### config.mk
export PLATFORM = sky130hd
export DESIGN_NAME = boy_sprite_fetch
export DESIGN_NICKNAME = d
export VERILOG_FILES = /design/src/rtl/fw_gfx_pkg.sv /design/src/rtl/sprite_anim_ctr.sv /design/src/rtl/boy_sprite_fetch.sv
export SDC_FILE = /design/constraint.sdc
export NUM_CORES = 1
export LEC_CHECK = 0
export BUFFER_PORTS_ARGS = -buffer_cell sky130_fd_sc_hd__buf_2
export CAP_MARGIN = 40
export CORE_ASPECT_RATIO = 0.7
export CORE_MARGIN = 8
export CORE_UTILIZATION = 45
export DETAILED_ROUTE_END_ITERATION = 7
export GPL_TIMING_DRIVEN = 0
export HOLD_SLACK_MARGIN = 0.03
export PLACE_DENSITY_LB_ADDON = 0.15
export SETUP_SLACK_MARGIN = 0.4
export SYNTH_ARGS = -nofsm -noshare
export SYNTH_HDL_FRONTEND = slang
export SYNTH_HIERARCHICAL = 1
export SYNTH_SLANG_ARGS = --single-unit
### constraint.sdc
create_clock -name Clk -period 10.95 [get_ports Clk]
set_clock_uncertainty 0.05 [all_clocks]
set_input_delay 0.5475 -clock Clk [delete_from_list [all_inputs] [get_ports Clk]]
set_output_delay 0.5475 -clock Clk [all_outputs]
set_load 0.01 [all_outputs]
### src/rtl/fw_gfx_pkg.sv
// -----------------------------------------------------------------------------
// fw_gfx_pkg
// Shared graphics definitions for the Fireboy/Watergirl sprite pipeline:
// screen geometry, coordinate and palette-index types, the default transparent
// palette index, the walk-animation state encoding, and a width helper for
// parameter-derived bus widths.
// -----------------------------------------------------------------------------
package fw_gfx_pkg;

    localparam int unsigned SCREEN_W = 640;
    localparam int unsigned SCREEN_H = 480;

    typedef logic [9:0] coord_t;
    typedef logic [3:0] pal_idx_t;

    localparam pal_idx_t TRANSP_IDX_DEFAULT = 4'd0;

    typedef enum logic {
        IDLE = 1'b0,
        WALK = 1'b1
    } anim_state_t;

    // Bits needed to hold 0..n-1, never less than one so a single-value
    // counter still has a legal width.
    function automatic int unsigned width_of(input int unsigned n);
        return (n > 32'd1) ? $clog2(n) : 32'd1;
    endfunction

endpackage

### src/rtl/sprite_anim_ctr.sv
// -----------------------------------------------------------------------------
// sprite_anim_ctr
// Walk-animation frame counter shared by the character sprites. Everything
// advances only on frame ticks, so the frame number is stable for a whole
// video frame.
//
// Ports:
//   clk_i        pixel clock
//   reset_i      synchronous active-high reset
//   tick_i       one-cycle pulse per video frame
//   moving_i     character is walking this frame
//   anim_frame_o current animation frame (0 .. NUM_FRAMES-1)
// -----------------------------------------------------------------------------
module sprite_anim_ctr
    import fw_gfx_pkg::*;
#(
    parameter int unsigned NUM_FRAMES = 4,
    parameter int unsigned ANIM_DIV   = 6,
    localparam int unsigned FRAME_W   = width_of(NUM_FRAMES)
) (
    input  logic               clk_i,
    input  logic               reset_i,
    input  logic               tick_i,
    input  logic               moving_i,
    output logic [FRAME_W-1:0] anim_frame_o
);

    localparam int unsigned DIV_W = width_of(ANIM_DIV);
    localparam logic [DIV_W-1:0]   DIV_LAST   = DIV_W'(ANIM_DIV - 1);
    localparam logic [FRAME_W-1:0] FRAME_LAST = FRAME_W'(NUM_FRAMES - 1);

    anim_state_t        state_q, state_d;
    logic [DIV_W-1:0]   div_q,   div_d;
    logic [FRAME_W-1:0] frame_q, frame_d;

    // State, divider and frame registers.
    always_ff @(posedge clk_i) begin
        if (reset_i) begin
            state_q <= IDLE;
            div_q   <= {DIV_W{1'b0}};
            frame_q <= {FRAME_W{1'b0}};
        end else begin
            state_q <= state_d;
            div_q   <= div_d;
            frame_q <= frame_d;
        end
    end

    // Next-state logic; only a frame tick can change anything.
    always_comb begin
        state_d = state_q;
        div_d   = div_q;
        frame_d = frame_q;
        if (tick_i) begin
            case (state_q)
                IDLE: begin
                    div_d   = {DIV_W{1'b0}};
                    frame_d = {FRAME_W{1'b0}};
                    if (moving_i) begin
                        state_d = WALK;
                    end else begin
                        state_d = IDLE;
                    end
                end
                WALK: begin
                    if (moving_i) begin
                        state_d = WALK;
                        if (div_q == DIV_LAST) begin
                            div_d = {DIV_W{1'b0}};
                            if (frame_q == FRAME_LAST) begin
                                frame_d = {FRAME_W{1'b0}};
                            end else begin
                                frame_d = frame_q + FRAME_W'(1);
                            end
                        end else begin
                            div_d = div_q + DIV_W'(1);
                        end
                    end else begin
                        // Stopping snaps back to the standing frame at once.
                        state_d = IDLE;
                        div_d   = {DIV_W{1'b0}};
                        frame_d = {FRAME_W{1'b0}};
                    end
                end
                default: begin
                    state_d = IDLE;
                    div_d   = {DIV_W{1'b0}};
                    frame_d = {FRAME_W{1'b0}};
                end
            endcase
        end else begin
            state_d = state_q;
            div_d   = div_q;
            frame_d = frame_q;
        end
    end

    assign anim_frame_o = frame_q;

endmodule

### src/rtl/boy_sprite_fetch.sv
// -----------------------------------------------------------------------------
// boy_sprite_fetch
// Per-pixel Fireboy sprite fetch. Stage 0 tests whether the pixel lies inside
// the sprite box and forms the ROM address (frame, row, mirrored column);
// stage 1 registers the address; stage 2 registers the returned palette index
// and the opaque flag. Output is exactly two clocks behind DrawX/DrawY.
//
// Ports:
//   Clk, Reset          pixel clock, synchronous active-high reset
//   frame_tick          one pulse per frame; latches position/facing, steps animation
//   DrawX, DrawY        current pixel
//   blank               1 = active video
//   boy_x, boy_y        sprite top-left corner
//   moving, facing_left walking flag, horizontal mirror
//   rom_addr / rom_data sprite ROM address out, palette index back (same cycle
//                       as the registered address)
//   palette_index       index for the palette stage
//   sprite_on           opaque sprite pixel at this output cycle
//   anim_frame          current walk-animation frame
// -----------------------------------------------------------------------------
module boy_sprite_fetch
    import fw_gfx_pkg::*;
#(
    parameter int unsigned SPRITE_W   = 24,
    parameter int unsigned SPRITE_H   = 32,
    parameter int unsigned NUM_FRAMES = 4,
    parameter int unsigned ANIM_DIV   = 6,
    parameter pal_idx_t    TRANSP_IDX = TRANSP_IDX_DEFAULT,
    parameter int unsigned ADDR_W     = 12,
    localparam int unsigned FRAME_W   = width_of(NUM_FRAMES)
) (
    input  logic               Clk,
    input  logic               Reset,
    input  logic               frame_tick,
    input  logic [9:0]         DrawX,
    input  logic [9:0]         DrawY,
    input  logic               blank,
    input  logic [9:0]         boy_x,
    input  logic [9:0]         boy_y,
    input  logic               moving,
    input  logic               facing_left,
    output logic [ADDR_W-1:0]  rom_addr,
    input  logic [3:0]         rom_data,
    output logic [3:0]         palette_index,
    output logic               sprite_on,
    output logic [FRAME_W-1:0] anim_frame
);

    localparam logic [10:0]       SPR_W11     = 11'(SPRITE_W);
    localparam logic [10:0]       SPR_H11     = 11'(SPRITE_H);
    localparam logic [ADDR_W-1:0] SPR_W_A     = ADDR_W'(SPRITE_W);
    localparam logic [ADDR_W-1:0] FRAME_PIX_A = ADDR_W'(SPRITE_W * SPRITE_H);
    localparam logic [ADDR_W-1:0] COL_LAST_A  = ADDR_W'(SPRITE_W - 1);

    // Frame-latched copies of position and facing.
    coord_t sx_q, sy_q;
    logic   face_q;

    logic [FRAME_W-1:0] anim_frame_s;

    // Stage 0 combinational results.
    logic              hit0_s;
    logic [9:0]        dx_s, dy_s;
    logic [ADDR_W-1:0] col_s, row_s, addr0_s;

    // Pipeline registers.
    logic [ADDR_W-1:0] rom_addr_q;
    logic              hit1_q;
    pal_idx_t          pal_q;
    logic              sprite_on_q;

    sprite_anim_ctr #(
        .NUM_FRAMES (NUM_FRAMES),
        .ANIM_DIV   (ANIM_DIV)
    ) u_anim (
        .clk_i        (Clk),
        .reset_i      (Reset),
        .tick_i       (frame_tick),
        .moving_i     (moving),
        .anim_frame_o (anim_frame_s)
    );

    // Shadow position/facing, refreshed only at the frame boundary so a
    // mid-frame move never tears the sprite.
    always_ff @(posedge Clk) begin
        if (Reset) begin
            sx_q   <= 10'd0;
            sy_q   <= 10'd0;
            face_q <= 1'b0;
        end else if (frame_tick) begin
            sx_q   <= boy_x;
            sy_q   <= boy_y;
            face_q <= facing_left;
        end else begin
            sx_q   <= sx_q;
            sy_q   <= sy_q;
            face_q <= face_q;
        end
    end

    // Stage 0: box test and ROM address. The box test runs in 11 bits so a
    // sprite hanging past column 1023 does not wrap onto the left edge.
    always_comb begin
        hit0_s = blank
              && ({1'b0, DrawX} >= {1'b0, sx_q})
              && ({1'b0, DrawX} <  ({1'b0, sx_q} + SPR_W11))
              && ({1'b0, DrawY} >= {1'b0, sy_q})
              && ({1'b0, DrawY} <  ({1'b0, sy_q} + SPR_H11));
        dx_s  = DrawX - sx_q;
        dy_s  = DrawY - sy_q;
        row_s = ADDR_W'(dy_s);
        if (face_q) begin
            col_s = COL_LAST_A - ADDR_W'(dx_s);
        end else begin
            col_s = ADDR_W'(dx_s);
        end
        addr0_s = ADDR_W'(anim_frame_s) * FRAME_PIX_A + row_s * SPR_W_A + col_s;
    end

    // Stage 1: address register holds its last value on misses.
    always_ff @(posedge Clk) begin
        if (Reset) begin
            rom_addr_q <= {ADDR_W{1'b0}};
            hit1_q     <= 1'b0;
        end else begin
            hit1_q <= hit0_s;
            if (hit0_s) begin
                rom_addr_q <= addr0_s;
            end else begin
                rom_addr_q <= rom_addr_q;
            end
        end
    end

    // Stage 2: palette index and opaque flag from the ROM word.
    always_ff @(posedge Clk) begin
        if (Reset) begin
            pal_q       <= 4'd0;
            sprite_on_q <= 1'b0;
        end else begin
            pal_q       <= hit1_q ? rom_data : TRANSP_IDX;
            sprite_on_q <= hit1_q && (rom_data != TRANSP_IDX);
        end
    end

    assign rom_addr      = rom_addr_q;
    assign palette_index = pal_q;
    assign sprite_on     = sprite_on_q;
    assign anim_frame    = anim_frame_s;

endmodule

* Yosys cells after proc, flatten, opt, wreduce, memory -nomap -nowiden
Cells that the tools add are included.
Storage, ports and cells: register bits 45, latch bits 0, memories kept 0, ROM bits 0, output and inout port bits 19, bits in writable memories 0, input port bits 50
Operators by class: bitwise gates (word level) 2, add/subtract/negate cells 9, eq/ne operators 3, multiplexer cells 9, multipliers 2, shifts and indexed selects 0, reductions and logical operators 8, divide/modulo/power cells 0, magnitude comparators 4
Operators with widths (number):
- adder 12 bit | 2
- < comparator 10 x 11 -> 1 bit | 2
- greater-or-equal comparator 10 bit | 2
- subtractor 10 bit | 2
- two-way mux 12 bit | 1
- adder 10 x 5 -> 11 bit, second input constant | 1
- adder 10 x 6 -> 11 bit, second input constant | 1
- subtractor 5 x 10 -> 11 bit, first input constant | 1
- multiplier 10 x 2 -> 9 bit, second input constant | 1
- two-way mux 2 bit | 3
- two-way mux 3 bit | 2
- case mux 3 bit (2 select lines) | 1
- logical AND 1 bit | 5
- multiplier 2 x 2 -> 4 bit, second input constant | 1
- case mux 2 bit (2 select lines) | 1
- nonzero test 4 bit | 1
- adder 3 x 1 -> 3 bit, second input constant | 1
- == test 3 bit, second input constant | 1
- != test 3 bit, second input constant | 1
- adder 2 x 1 -> 2 bit, second input constant | 1
- == test 2 bit, second input constant | 1
- NOT 1 bit | 2
- AND reduction 2 bit | 1
- OR reduction 2 bit | 1
- two-way mux 1 bit | 1

* Longest topological paths before layout
Gate-level depths: netlist of the first run.
word-level depth 5, gate-level depth with buffers 21

* Modules after synthesis
The synthesis of the first run kept the hierarchy.
Modules (own cells, without submodules):
- boy_sprite_fetch | instances 1, seq. area each 780.7 µm², cells each 408, area an instance 3593.4 µm²
- sprite_anim_ctr | instances 1, seq. area each 120.1 µm², cells each 30, area an instance 285.3 µm²

* Worst setup path before layout of the first run
OpenSTA, ideal clock, no wires.
kind input port to flip-flop, start point input DrawX[0], end point register rom_addr_q[11], in the netlist rom_addr[11], required time 10767 ps, stages 20, slack 5759 ps, arrival time 5008 ps, path through inv_1 -> ha_1 -> fa_1 -> nand2b_1 -> a211oi_2 -> or4_1 -> o2111ai_1 -> a211o_1 -> o21ai_1 -> xor2_1 -> fa_1 -> ha_1 -> and3_1 -> a2111o_1 -> a21o_1 -> a21o_1 -> xnor3_1 -> and3_1 -> o221ai_1 -> o311ai_1
Between the ends: cells in the longest elaborated chain, start to end 5, elaborated cells between the ends (all ways) 10, those cells by class 3 x add/sub; 2 x order compare; 1 x mux; 4 x reduce/logical
RTL lines:
- start: declaration | line boy_sprite_fetch.sv:35 | input logic [9:0] DrawX,
- parallel branches: the longest is 5 deep, another holds adder 12 bit
- end signal: assignment | line boy_sprite_fetch.sv:123 | rom_addr_q <= {ADDR_W{1'b0}};
- end signal: assignment | line boy_sprite_fetch.sv:128 | rom_addr_q <= addr0_s;
- end signal: assignment | line boy_sprite_fetch.sv:130 | rom_addr_q <= rom_addr_q;
- end: declaration | line boy_sprite_fetch.sv:67 | logic [ADDR_W-1:0] rom_addr_q;
Several ways; the timed one is not identified. A chain may end at the register's enable or synchronous reset.

* Worst setup path in the final report of the first run
start point register sx_q[0], end point register rom_addr_q[11], in the netlist rom_addr[11]
Between the ends: cells in the longest elaborated chain, start to end 5, elaborated cells between the ends (all ways) 11, those cells by class 4 x add/sub; 2 x order compare; 1 x mux; 4 x reduce/logical
RTL lines:
- start: declaration | line boy_sprite_fetch.sv:56 | coord_t sx_q, sy_q;
- start signal: assignment | line boy_sprite_fetch.sv:91 | sx_q <= boy_x;
- start signal: assignment | line boy_sprite_fetch.sv:95 | sx_q <= sx_q;
- parallel branches: the longest is 5 deep, another holds adder 12 bit
Several ways; the timed one is not identified.

==> results, run 1 <==
- The run finished with clean final reports.
- The critical path is of the reg -> reg type.
- In this run the tool buffered the top-level ports with 68 buffer cells.
- The highest fanout seen on the critical path is 5.
- The standard cell core area is 8410 sq um.
- VDD sags by at most 0.000122 V.
- The most used flip-flop cell after synthesis is dfxtp_1.
- STA classifies the critical path endpoint as a register.
- Setup violations remaining at the end of the flow were counted as 0.
- For hold timing, the worst endpoint is palette_index[1].
- At the pin with the least slew margin, the transition time is 0.818 ns.
- After synthesis the cells add up to just under 4000 sq um.
- The total grt overflow is 0.
- The tool flagged a number of max-cap violations equal to 0.
- The type of the worst min-delay path is in -> reg.
- The average cell area after synthesis is between 8 and 9 sq um.
- In the global route stage, overall resource usage came out at 15.7%.
- The synthesized design contains 45 register bits.
- The max-slew violation count was 0.
- The via count of the first global-routing pass is 3218.
- The post-detailed-route via-to-cell ratio is 5.37.
- The launch instance of the worst register-to-register path is sx_q[0].
- The reported leakage power is 2.09 nW.
- The largest individual stage delay along the critical path comes from the cell fa_1.
- The worst setup path is launched from a register.
- The area growth from synthesis to layout is 16.7%.
- The layout net count is 628.
- At the later pin of the worst-skew pair, clock insertion delay measures 0.29 ns.
- The number of levels the H-tree was split into is 2.
- Pin placement for this block handled 69 I/O pins.
- The number of sinks handled by clock tree synthesis is 45.
- The met2 capacity usage during global routing is 22.9%.
- The critical path data arrival time is ~5.6 ns.
- The depth of the worst register-to-register path is 19.
- The final worst-path cycle share is 50.1%.
- Yosys mapped the design onto 57 distinct sky130hd cell types.
- The die span in x is 127 um.
- The via count is about 3300.
- The share of cells above drive strength 1 is ~18%.
- The number of antenna diodes in the final layout is 0.
- The worst hold path begins at rom_data[1].
- The starting utilization of the core area is 46.1%.
- The clock passes through at most 2 buffers.
- During synthesis, Yosys emitted a total of 6 warnings.
- TritonCTS built the clock tree.
- The global routing met3 resource utilization is 4.31%.
- Buffers added to address setup during post-CTS repair amount to 0.
- The worst hold path passes through 2 cells.
- The total DRC errors in the routed layout is 0.
- The number of failing hold endpoints at the final stage is 0.
- Global routing consumed, on the met1 layer, 22.3% of the routing resources.
- The maximum achievable frequency is 182 MHz.
- The setup total negative slack is 0 ns.
- The die area is 11900 sq um.
- Clock-pin slew was measured on the worst setup and hold paths at 0.06 ns.
- In this run, post-CTS repair resized a total of 0 instances.
- Before antenna repair, the detailed router went through 4 iterations.
- For this design the ratio of total power to cell area is roughly 170 nW/um^2.
- The hold buffer count at cts is 0.
- The initial antenna violation count is 0.
- Counting I/O delays and the setup requirement, the final critical path takes roughly 5.5 ns.
- The peak-usage layer in the global routing report is met2.
- Ranked by total cell area, the synthesized netlist is headed by dfxtp_1 23%, ha_1 19%, mux2i_1 7.7%.
- After the first detailed-routing iteration, the DRC count stood at 145.
- Setup repair after global routing left no endpoint under its margin.
- The first global-routing pass estimated 15300 um of wire.
- The critical path goes through ha_1, fa_1, nand2b_1, a211oi_2, or4_1, o2111ai_1, a211o_1, o21ai_1, xor2_1, fa_1, ha_1, and3_1, a2111o_1, a21o_1, a21o_1, xnor3_1, and3_1, o221ai_1, o311ai_1.
- The share of async-settable or async-resettable flops after synthesis is 0%.
- The register-to-register setup slack is 5.46 ns.
- For this run, the register share of the synthesized area comes to 23.2%.
- The final design area excluding fillers is 4530 sq um.
- Yosys mapped a number of flops with a built-in enable equal to 0.
- The clock root buffer is clkbuf_16.
- The total number of placement rows is 28.
- The share of the synthesized area in the top cell type is 23.2%.
- In the final routed layout, each cell accounts on average for 15.0 um.
- The post-placement cell area is between 4000 and 5000 sq um.
- Including well taps, the total number of placed cells is a little over 600.
- The post-synth net total is 553.
- The finished layout holds 619 standard cells, fillers aside.
- The total routed wirelength is around 9000 um.
- The worst stage delay on the critical path is 0.48 ns.
- The worst flop-to-flop path endpoint is rom_addr[11].
- At the end of routability-driven placement, the weighted congestion stood at 0.835.
- TritonCTS created 5 clock buffers.
- The worst slew slack as a fraction of its limit is a little under half.
- The number of routed nets with antenna violations is 0.
- Entering global routing, the biggest net connects 15 pins.
- After legalization and detailed placement, the total HPWL measured 7630 um.
- The synthesized design spends more area on one cell type than any other, namely dfxtp_1.
- STA puts the critical path data required time at 11.06 ns.
- Synthesis produced a netlist whose cell count is 438.
- The height of the chip is 93.7 um.
-- cell type report --
class	count	area, sq um
inverters	39	146
flip-flops and latches	45	901
fillers	781	3880
clock inverters	2	37.5
plain buffers	11	56.3
well taps	105	131
multi-input cells	343	2780
clock buffers	6	139
repair buffers	68	340
-- worst max-delay path, delay by kind of cell, from the launching register on --
family	cells	cell delay (ns)
AO/OA/AOI/OAI	9	2.12
adder cells (fa/ha/maj)	4	1.45
AND/OR/NAND/NOR	4	0.74
XOR/XNOR	2	0.64
flip-flops	1	0.37
-- Yosys cell counts (all sizes together) (2+ instances only) --
library cell and n:
nor4 2, buf 4, fa 7, o41a 2, nor2 48, inv 39, a211oi 8, or3 3
o221ai 2, nand2 11, nand4b 2, a21o 14, mux2i 30, and2 8, nand2b 4, and3 5
o21ai 14, dfxtp 45, nand4 6, o21bai 3, a31oi 2, nand3 10, o2111ai 3, nor2b 4
o41ai 2, xor2 10, ha 58, o21a 5, a21oi 21, clkbuf 7, xnor2 27, o211ai 3
a211o 2, nand3b 3, o311ai 2, nor3 10
-- how the worst max path moves through the flow --
| stage | from | endpoint | slack, ns | cells past startpoint |
|---|---|---|---|---|
| after global placement | DrawX[0] | rom_addr[11] | 5.36 | 21 |
| after global routing | sx_q[0] | rom_addr[11] | 5.21 | 18 |
| final | sx_q[0] | rom_addr[11] | 5.46 | 19 |
| after CTS | sx_q[0] | rom_addr[11] | 5.49 | 19 |
| after detailed placement | DrawX[0] | rom_addr[11] | 5.21 | 21 |
| after floorplan | DrawX[0] | rom_addr[11] | 5.76 | 20 |
-- cells in the final DEF, fill, tap and decap left out, types with 4 or more instances in the layout --
cell type,count
buf_2,68
ha_1,58
nor2_1,47
dfxtp_1,45
inv_1,39
mux2i_1,30
xnor2_1,27
a21oi_1,21
a21o_1,12
nand2_1,11
nand3_1,10
xor2_1,10
o21ai_0,9
nor3_1,9
clkbuf_1,7
and2_1,7
fa_1,7
nand4_1,6
o21ai_1,5
o21a_1,5
clkbuf_16,5
nor2b_1,4
and3_1,4
nand2b_1,4
a211oi_2,4
a211oi_1,4
-- state kept, by name, indices dropped and copies added (netlist names) --
name                 cells
face_q                   1
hit1_q                   1
palette_index            4
rom_addr                12
sprite_on                1
sx_q                    10
sy_q                    10
u_anim/anim_frame_o      2
u_anim/div_q             3
u_anim/state_q           1
-- report_power, final --
| group | switching, mW | internal [mW] |
|---|---|---|
| clock network | 0.0674 | 0.114 |
| registers | 0.00713 | 0.172 |
| logic | 0.220 | 0.200 |
| total | 0.295 | 0.486 |
-- kinds of logic (layout without fill, tap and decap cells) --
logic type | Yosys count | after routing | share of synthesized area, %
muxes | 31 | 31 | 8.03
DFF | 45 | 45 | 23.2
adders and majority gates | 65 | 65 | 22.3
buffers and inverters | 50 | 126 | 5.23
AOI/OAI and AO/OA | 89 | 89 | 16.5
and+or+nand+nor | 120 | 120 | 15.8
xor gates and xnor gates | 38 | 38 | 8.94
-- layer usage --
| metal | routed length [um] | vias up |
|---|---|---|
| li1 | - | 1713 |
| met1 | 4920 | 1522 |
| met2 | 3650 | 81 |
| met3 | 575 | 11 |
| met4 | 115 | 0 |
| met5 | 0 | - |
-- metrics by stage --
| step | power [mW] | util, % | hold slack [ns] | setup WS, ns |
|---|---|---|---|---|
| floorplan | 0.507 | - | 0.410 | 5.76 |
| global placement | 0.587 | 51.7 | 0.416 | 5.36 |
| detailed placement | 0.596 | 51.7 | 0.426 | 5.21 |
| CTS | 0.782 | 53.8 | 0.422 | 5.49 |
| global route | 0.842 | 53.8 | 0.416 | 5.21 |
| finish | 0.781 | 53.8 | 0.427 | 5.46 |
Note: power is estimated with default switching activity, not from simulation.
==> run 2, diff against run 1 <==
clock period = 5.75 ns   (was 10.95 ns; I/O delays follow)
==> results, run 2 (synthesis results as in run 1) <==
- On the worst path, the slowest cell contributes a delay of 0.49 ns.
- The max-slew violation count is 0.
- The required time at the worst-slack endpoint is 5.85 ns.
- The via count of the first global-routing pass is 3217.
- For the pin with the worst max-slew slack, the measured transition is 0.816 ns.
- Global routing consumed, over all layers together, 15.7% of the routing resources.
- After detailed routing, the number of remaining DRC violations is 0.
- The number of levels the H-tree was split into is 2.
- Detailed placement ended at an HPWL of 7630 um.
- In this run the most critical hold path is launched from rom_data[1].
- The initial antenna violation count is 0.
- TritonCTS built the clock tree.
- The die covers between 10000 and 15000 sq um.
- The type of the worst min-delay path is in -> reg.
- The routed wirelength normalized by instance count is 15.1 um.
- Of the cells placed in the final design, the portion with a size suffix greater than 1 is 20.7%.
- The critical path starts at sx_q[0].
- Max-cap violations in this run came to 0.
- The register clock-pin slew on the reported worst setup and hold paths is 0.06 ns.
- In the layout the commonest cells are 68 x buf_2, 56 x ha_1, 46 x nor2_1.
- The number of failing hold endpoints at the final stage is 0.
- The longest clock path from root to sink contains 2 buffers.
- For this design the static power due to leakage is 2.11 nW.
- Setup repair after global routing left no endpoint under its margin.
- The clock root buffer is clkbuf_16.
- At the end of the flow, the number of nets in the layout was 630.
- Dividing total power by cell area gives a power density of 332 nW/um^2.
- The congestion estimate from routability-driven global placement came to 0.835.
- In this run the tightest slew margin relative to its limit is about 46%.
- For the worst setup path, the data arrival time is between 5 and 6 ns.
- The die span in x is 127 um.
- VDD sags by at most 0.000220 V.
- The total number of placement rows is 28.
- The total grt overflow is 0.
- Across the whole layout, storage elements account for 903 sq um.
- The category of the worst setup path capture point is a register.
- The launch instance of the worst register-to-register path is sx_q[0].
- In this run, CTS created clock tree buffers numbering 5.
- Summing all multi-input logic gate instances after layout gives between 2000 and 3000 sq um.
- Timing would allow up to 191 MHz.
- Setup total negative slack on the finished layout was measured at 0 ns.
- The largest net degree at the start of global routing is 15.
- The flow ran to the end, and the final reports show no timing, DRC or antenna violations.
- With fillers left out, the area of the finished cells amounts to 4620 sq um.
- Across all layers, the routed design uses 3336 vias.
- CTS saw 45 sinks.
- The detail route stage leaves a number of antenna-violating nets equal to 0.
- Compared with the post-synthesis result, the final layout area differs by 19.0%.
- In this run the register-to-register setup slack is slightly above 0.5 ns.
- The top-level I/O count is about 70.
- The number of flip-flops under the largest register name is 12.
- Leaving out fill and tap cells, the most frequent cell in the layout is buf_2.
- The final-report setup violation count is 0.
- The count of fill cells added during filler insertion is 780.
- Traced cell by cell, the critical path runs through ha_1, fa_2, nand2b_4, a211oi_2, or4_4, o2111ai_4, a211o_1, o21ai_1, xor2_1, fa_1, ha_4, and3_1, a2111o_1, a21o_1, a21o_1, xnor3_1, and3_1, o221ai_1, o311ai_2.
- The DRC violation total after the first TritonRoute iteration is 162.
- The cell with the largest stage delay on the worst path is fa_1.
- During placement, the flow inserted port buffers numbering 68.
- In this run the vertical extent of the chip is 93.7 um.
- The standard cell core area is 8410 sq um.
- The final critical delay including setup and external delays is 5.25 ns.
- The nature of the critical path startpoint is a register.
- The final worst-path cycle share is 91.2%.
- Wires add up to 9370 um.
- The critical path is of the reg -> reg type.
- The number of antenna diodes in the final layout is 0.
- Along the worst path, the maximum fanout reaches 5.
- For the worst-skew pair, the clock arrives at the later sink with an insertion delay of 0.29 ns.
- The utilization after layout is 54.9%.
- For this configuration, the core starts out at a cell density of 46.1%.
- After detailed routing, the number of vias per cell comes to ~5.4.
- The pre-antenna-repair detailed-routing pass consisted of 6 iterations.
- The first global-routing pass estimated between 15000 and 20000 um of wire.
- In this run the cell area measured after placement is 4350 sq um.
## run 2: cell count changes in the layout (fill, tap and decap cells not counted), moves of 2 or more
cell     previous run  this run
a21oi_1            21        19
a21oi_2             0         2
buf_4               0         2
dfxtp_1            45        43
dfxtp_2             0         2
ha_1               58        56
## run 2: routing by layer
metal | global-route usage (%) | part of all wire [%] | routed length, um | vias up
met5 | 0 | 0 | 0 | -
li1 | - | - | - | 1719
met3 | 4.31 | 6.1 | 570 | 9
met2 | 23.3 | 40 | 3770 | 73
met1 | 22.3 | 53 | 4940 | 1535
met4 | 3.06 | 0.86 | 81 | 0
## run 2: cell type report
type / count / share of cell area [%]
multi-input cells: 343 / 61.7
plain buffers: 11 / 1.25
flip-flops and latches: 45 / 19.6
clock inverters: 2 / 0.813
clock buffers: 6 / 3.01
repair buffers: 70 / 7.70
inverters: 39 / 3.17
well taps: 105 / 2.85
## run 2: worst max-delay path: cells and delay by family (launching register included)
family                   cells  cell delay, ns
adder cells (fa/ha/maj)      4            1.32
AO/OA/AOI/OAI                9            2.02
AND/OR/NAND/NOR              4            0.70
XOR/XNOR                     2            0.65
flip-flops                   1            0.36
## run 2: final timing paths
kind	endpoint	cells after the start
min reg2reg	rom_addr[1]	2
max reg2reg	rom_addr[11]	19
max	rom_addr[11]	19
min	palette_index[1]	2
## run 2: what timing repair did
action	4_1_cts	5_1_grt
endpoints found under the setup margin	1	1
gates resized for setup	1	15
buffers inserted	1	1
pin swaps	2	5
cloned	0	0
hold buffers	0	0
## run 2: power breakdown
part | internal [mW] | switching (mW)
combinational | 0.408 | 0.438
clock | 0.217 | 0.129
sequential | 0.327 | 0.0136
total | 0.953 | 0.580
## run 2: stage by stage
step	worst slack (ns)	total power, mW	std cells	hold slack [ns]
5_1_grt	0.299	1.65	621	0.156
3_3_place_gp	0.421	1.12	611	0.416
6_report	0.503	1.53	621	0.168
4_1_cts	0.405	1.51	620	0.162
2_1_floorplan	0.819	0.966	438	0.307
3_5_place_dp	0.267	1.14	611	0.426
==> run 3, diff against run 2 <==
BUFFER_PORTS_ARGS = unset   (was -buffer_cell sky130_fd_sc_hd__buf_2)
DONT_BUFFER_PORTS = 1   (was unset)
HOLD_SLACK_MARGIN = 0.12   (was 0.03)
RECOVER_POWER = 25   (was unset)
==> results, run 3 (synthesis results as in run 1) <==
- The required time at the worst-slack endpoint is slightly below 6 ns.
- The critical path data arrival time is about 5.2 ns.
- The total iterations of the first detailed-routing run is 4.
- With fillers left out, the area of the finished cells amounts to roughly 4500 sq um.
- The most common cell after layout, fill and taps aside is ha_1.
- The worst-case IR drop observed on VDD is 0.000201 V.
- The largest net degree at the start of global routing is 15.
- The max-slew violation count is 0.
- The internal power of the cells totals about 0.96 mW.
- The setup total negative slack is 0 ns.
- The final route contains 3164 vias.
- The post-detailed-route via-to-cell ratio is 5.44.
- The register clock-pin slew on the reported worst setup and hold paths is 0.07 ns.
- The initial antenna violation count is 0.
- The total number of placement rows is 28.
- The net switching power is approximately 0.57 mW.
- In this run the number of H-tree levels came out at 2.
- The nature of the critical path startpoint is a register.
- The number of flip-flops under the largest register name is 12.
- The critical path starts at sx_q[0].
- Summed over all cells, the static leakage comes to 1.93 nW.
- In the final routed layout, each cell accounts on average for 16.1 um.
- No sink is reached through more buffers than the 2 on the longest clock path.
- By startpoint and endpoint, the worst setup path is classified as reg -> reg.
- The count of nets left with antenna violations once routing finished came out at 0.
- The actual transition at the worst max-transition pin is roughly 0.80 ns.
- The flow ran to the end, and the final reports show no timing, DRC or antenna violations.
- TritonCTS built the clock tree.
- Routability-driven placement finished with a final weighted congestion of approximately 0.86.
- The die covers 11900 sq um.
- The worst pin sits at a relative slew slack of 46.3%.
- At the later pin of the worst-skew pair, clock insertion delay measures 0.29 ns.
- Pin placement for this block handled 69 I/O pins.
- 0 antenna diodes ended up in the layout.
- The final worst-path cycle share is between 80% and 90%.
- The depth of the worst register-to-register path is 19.
- The number of input and output port buffers inserted is 0.
- The overall routing resource usage is ~16%.
- The starting utilization of the core area is 46.1%.
- The worst flop-to-flop path endpoint is rom_addr[11].
- The layout net count is 591.
- The combinational share of power is between 50% and 60%.
- Max-cap violations in this run came to 0.
- The number of CTS-inserted buffers is 5.
- The post-placement cell area is 4010 sq um.
- For this run, design rule violations remaining after detail routing come to 0.
- Along the worst path, the maximum fanout reaches 5.
- The wire length of the first global-routing pass is 15300 um.
- The height of the chip is 93.7 um.
- The final critical delay including setup and external delays is ~5.1 ns.
- In this run the clock root is driven by a clkbuf_16.
- The number of stages on the worst hold path is 2.
- Measured along the x axis, the die boundary spans ~130 um.
- In this run the standard cell core region covers 8410 sq um.
- The final-report setup violation count is 0.
- The half-perimeter wire length of the detailed placement result is between 7000 and 8000 um.
- The worst hold slack after final layout is 0.134 ns.
- The number of sinks handled by clock tree synthesis is 45.
- The worst hold path belongs to the class in -> reg.
- Net switching is 37.1% of the power.
- The power density over the cells is 337 nW/um^2.
- The total grt overflow is 0.
- The register-to-register setup slack is 0.67 ns.
- STA classifies the critical path endpoint as a register.
- The critical path capture point is rom_addr[11].
- The share of total power dissipated in the clock network is between 20% and 30%.
- The via count of the first global-routing pass is 3124.
- The number of failing hold endpoints at the final stage is 0.
- Leaving out fill and tap cells, the most frequent cells in the layout are 56 x ha_1, 46 x nor2_1, 44 x dfxtp_1.
- The relative area change from synthesis to final layout is 17.2%.
- The share of cells above drive strength 1 is around 7.1%.
- Static timing analysis puts the maximum clock frequency at 197 MHz.
- In this run the critical register-to-register path is launched from sx_q[0].
- Sequential cells account for around 23% of the total power.
- Setup repair after global routing left no endpoint under its margin.
- The total routed wirelength is just over 9000 um.
- In this run, the number of DRC markers left after iteration 0 of detailed routing was 122.
-- run 3: cell types whose count changed in the layout (fill, tap and decap cells not counted), sizes merged --
cell,previous run,this run
buf,74,6
dlygate4sd3,0,29
-- run 3: timing repair --
item	4_1_cts	5_1_grt
endpoints found under the hold margin	32	0
buffers inserted	2	0
hold buffers	29	0
resized for setup	0	9
setup endpoints to repair	1	1
pin swaps	2	4
-- run 3: power groups by stage --
stage,Clock [mW],Combinational (mW),Sequential [mW]
finish,0.342,0.844,0.345
floorplan,0,0.620,0.346
global placement,0,0.745,0.352
CTS,0.352,0.790,0.345
detailed placement,0,0.758,0.352
global route,0.363,0.940,0.347
-- run 3: worst min path at each step --
stage | start | end | slack (ns)
4_1_cts | Reset | u_anim/anim_frame_o[1] | 0.13
3_3_place_gp | Reset | u_anim/div_q[2] | 0.31
5_1_grt | frame_tick | u_anim/div_q[0] | 0.14
2_1_floorplan | Reset | u_anim/div_q[0] | 0.31
3_5_place_dp | Reset | u_anim/div_q[2] | 0.31
6_report | Reset | u_anim/anim_frame_o[1] | 0.13
-- run 3: routing by layer --
layer	part of all wire, %	track usage, %
met1	51	21.7
met2	42	23.6
met3	6.5	4.71
met4	0.84	3.75
met5	0	0
-- run 3: worst max-delay path, stage by stage (launching register included) --
cell and delay, ns:
dfxtp_2 0.36, ha_1 0.20, fa_2 0.36, nand2b_4 0.16, a211oi_2 0.22, or4_1 0.16, o2111ai_2 0.17, a211o_1 0.34
o21ai_2 0.15, xor2_1 0.21, fa_1 0.49, ha_4 0.28, and3_1 0.15, a2111o_1 0.43, a21o_1 0.19, a21o_1 0.18
xnor3_1 0.36, and3_1 0.22, o221ai_1 0.15, o311ai_1 0.12
-- run 3: stage by stage --
step	total power, mW	cells	utilization, %	setup slack (ns)
4_1_cts	1.49	582	53.4	0.405
3_3_place_gp	1.10	543	47.7	0.481
2_1_floorplan	0.966	438	-	0.819
6_report	1.53	582	54.0	0.674
5_1_grt	1.65	582	54.0	0.409
3_5_place_dp	1.11	543	47.7	0.370
-- run 3: cell type report --
class,instances,area [sq um]
Buffer,11,56.3
Clock buffer,6,139
Sequential cell,45,902
Inverter,39,146
Fill cell,801,3860
Clock inverter,2,37.5
Tap cell,105,131
Multi-Input combinational cell,343,2830
Timing Repair Buffer,31,305
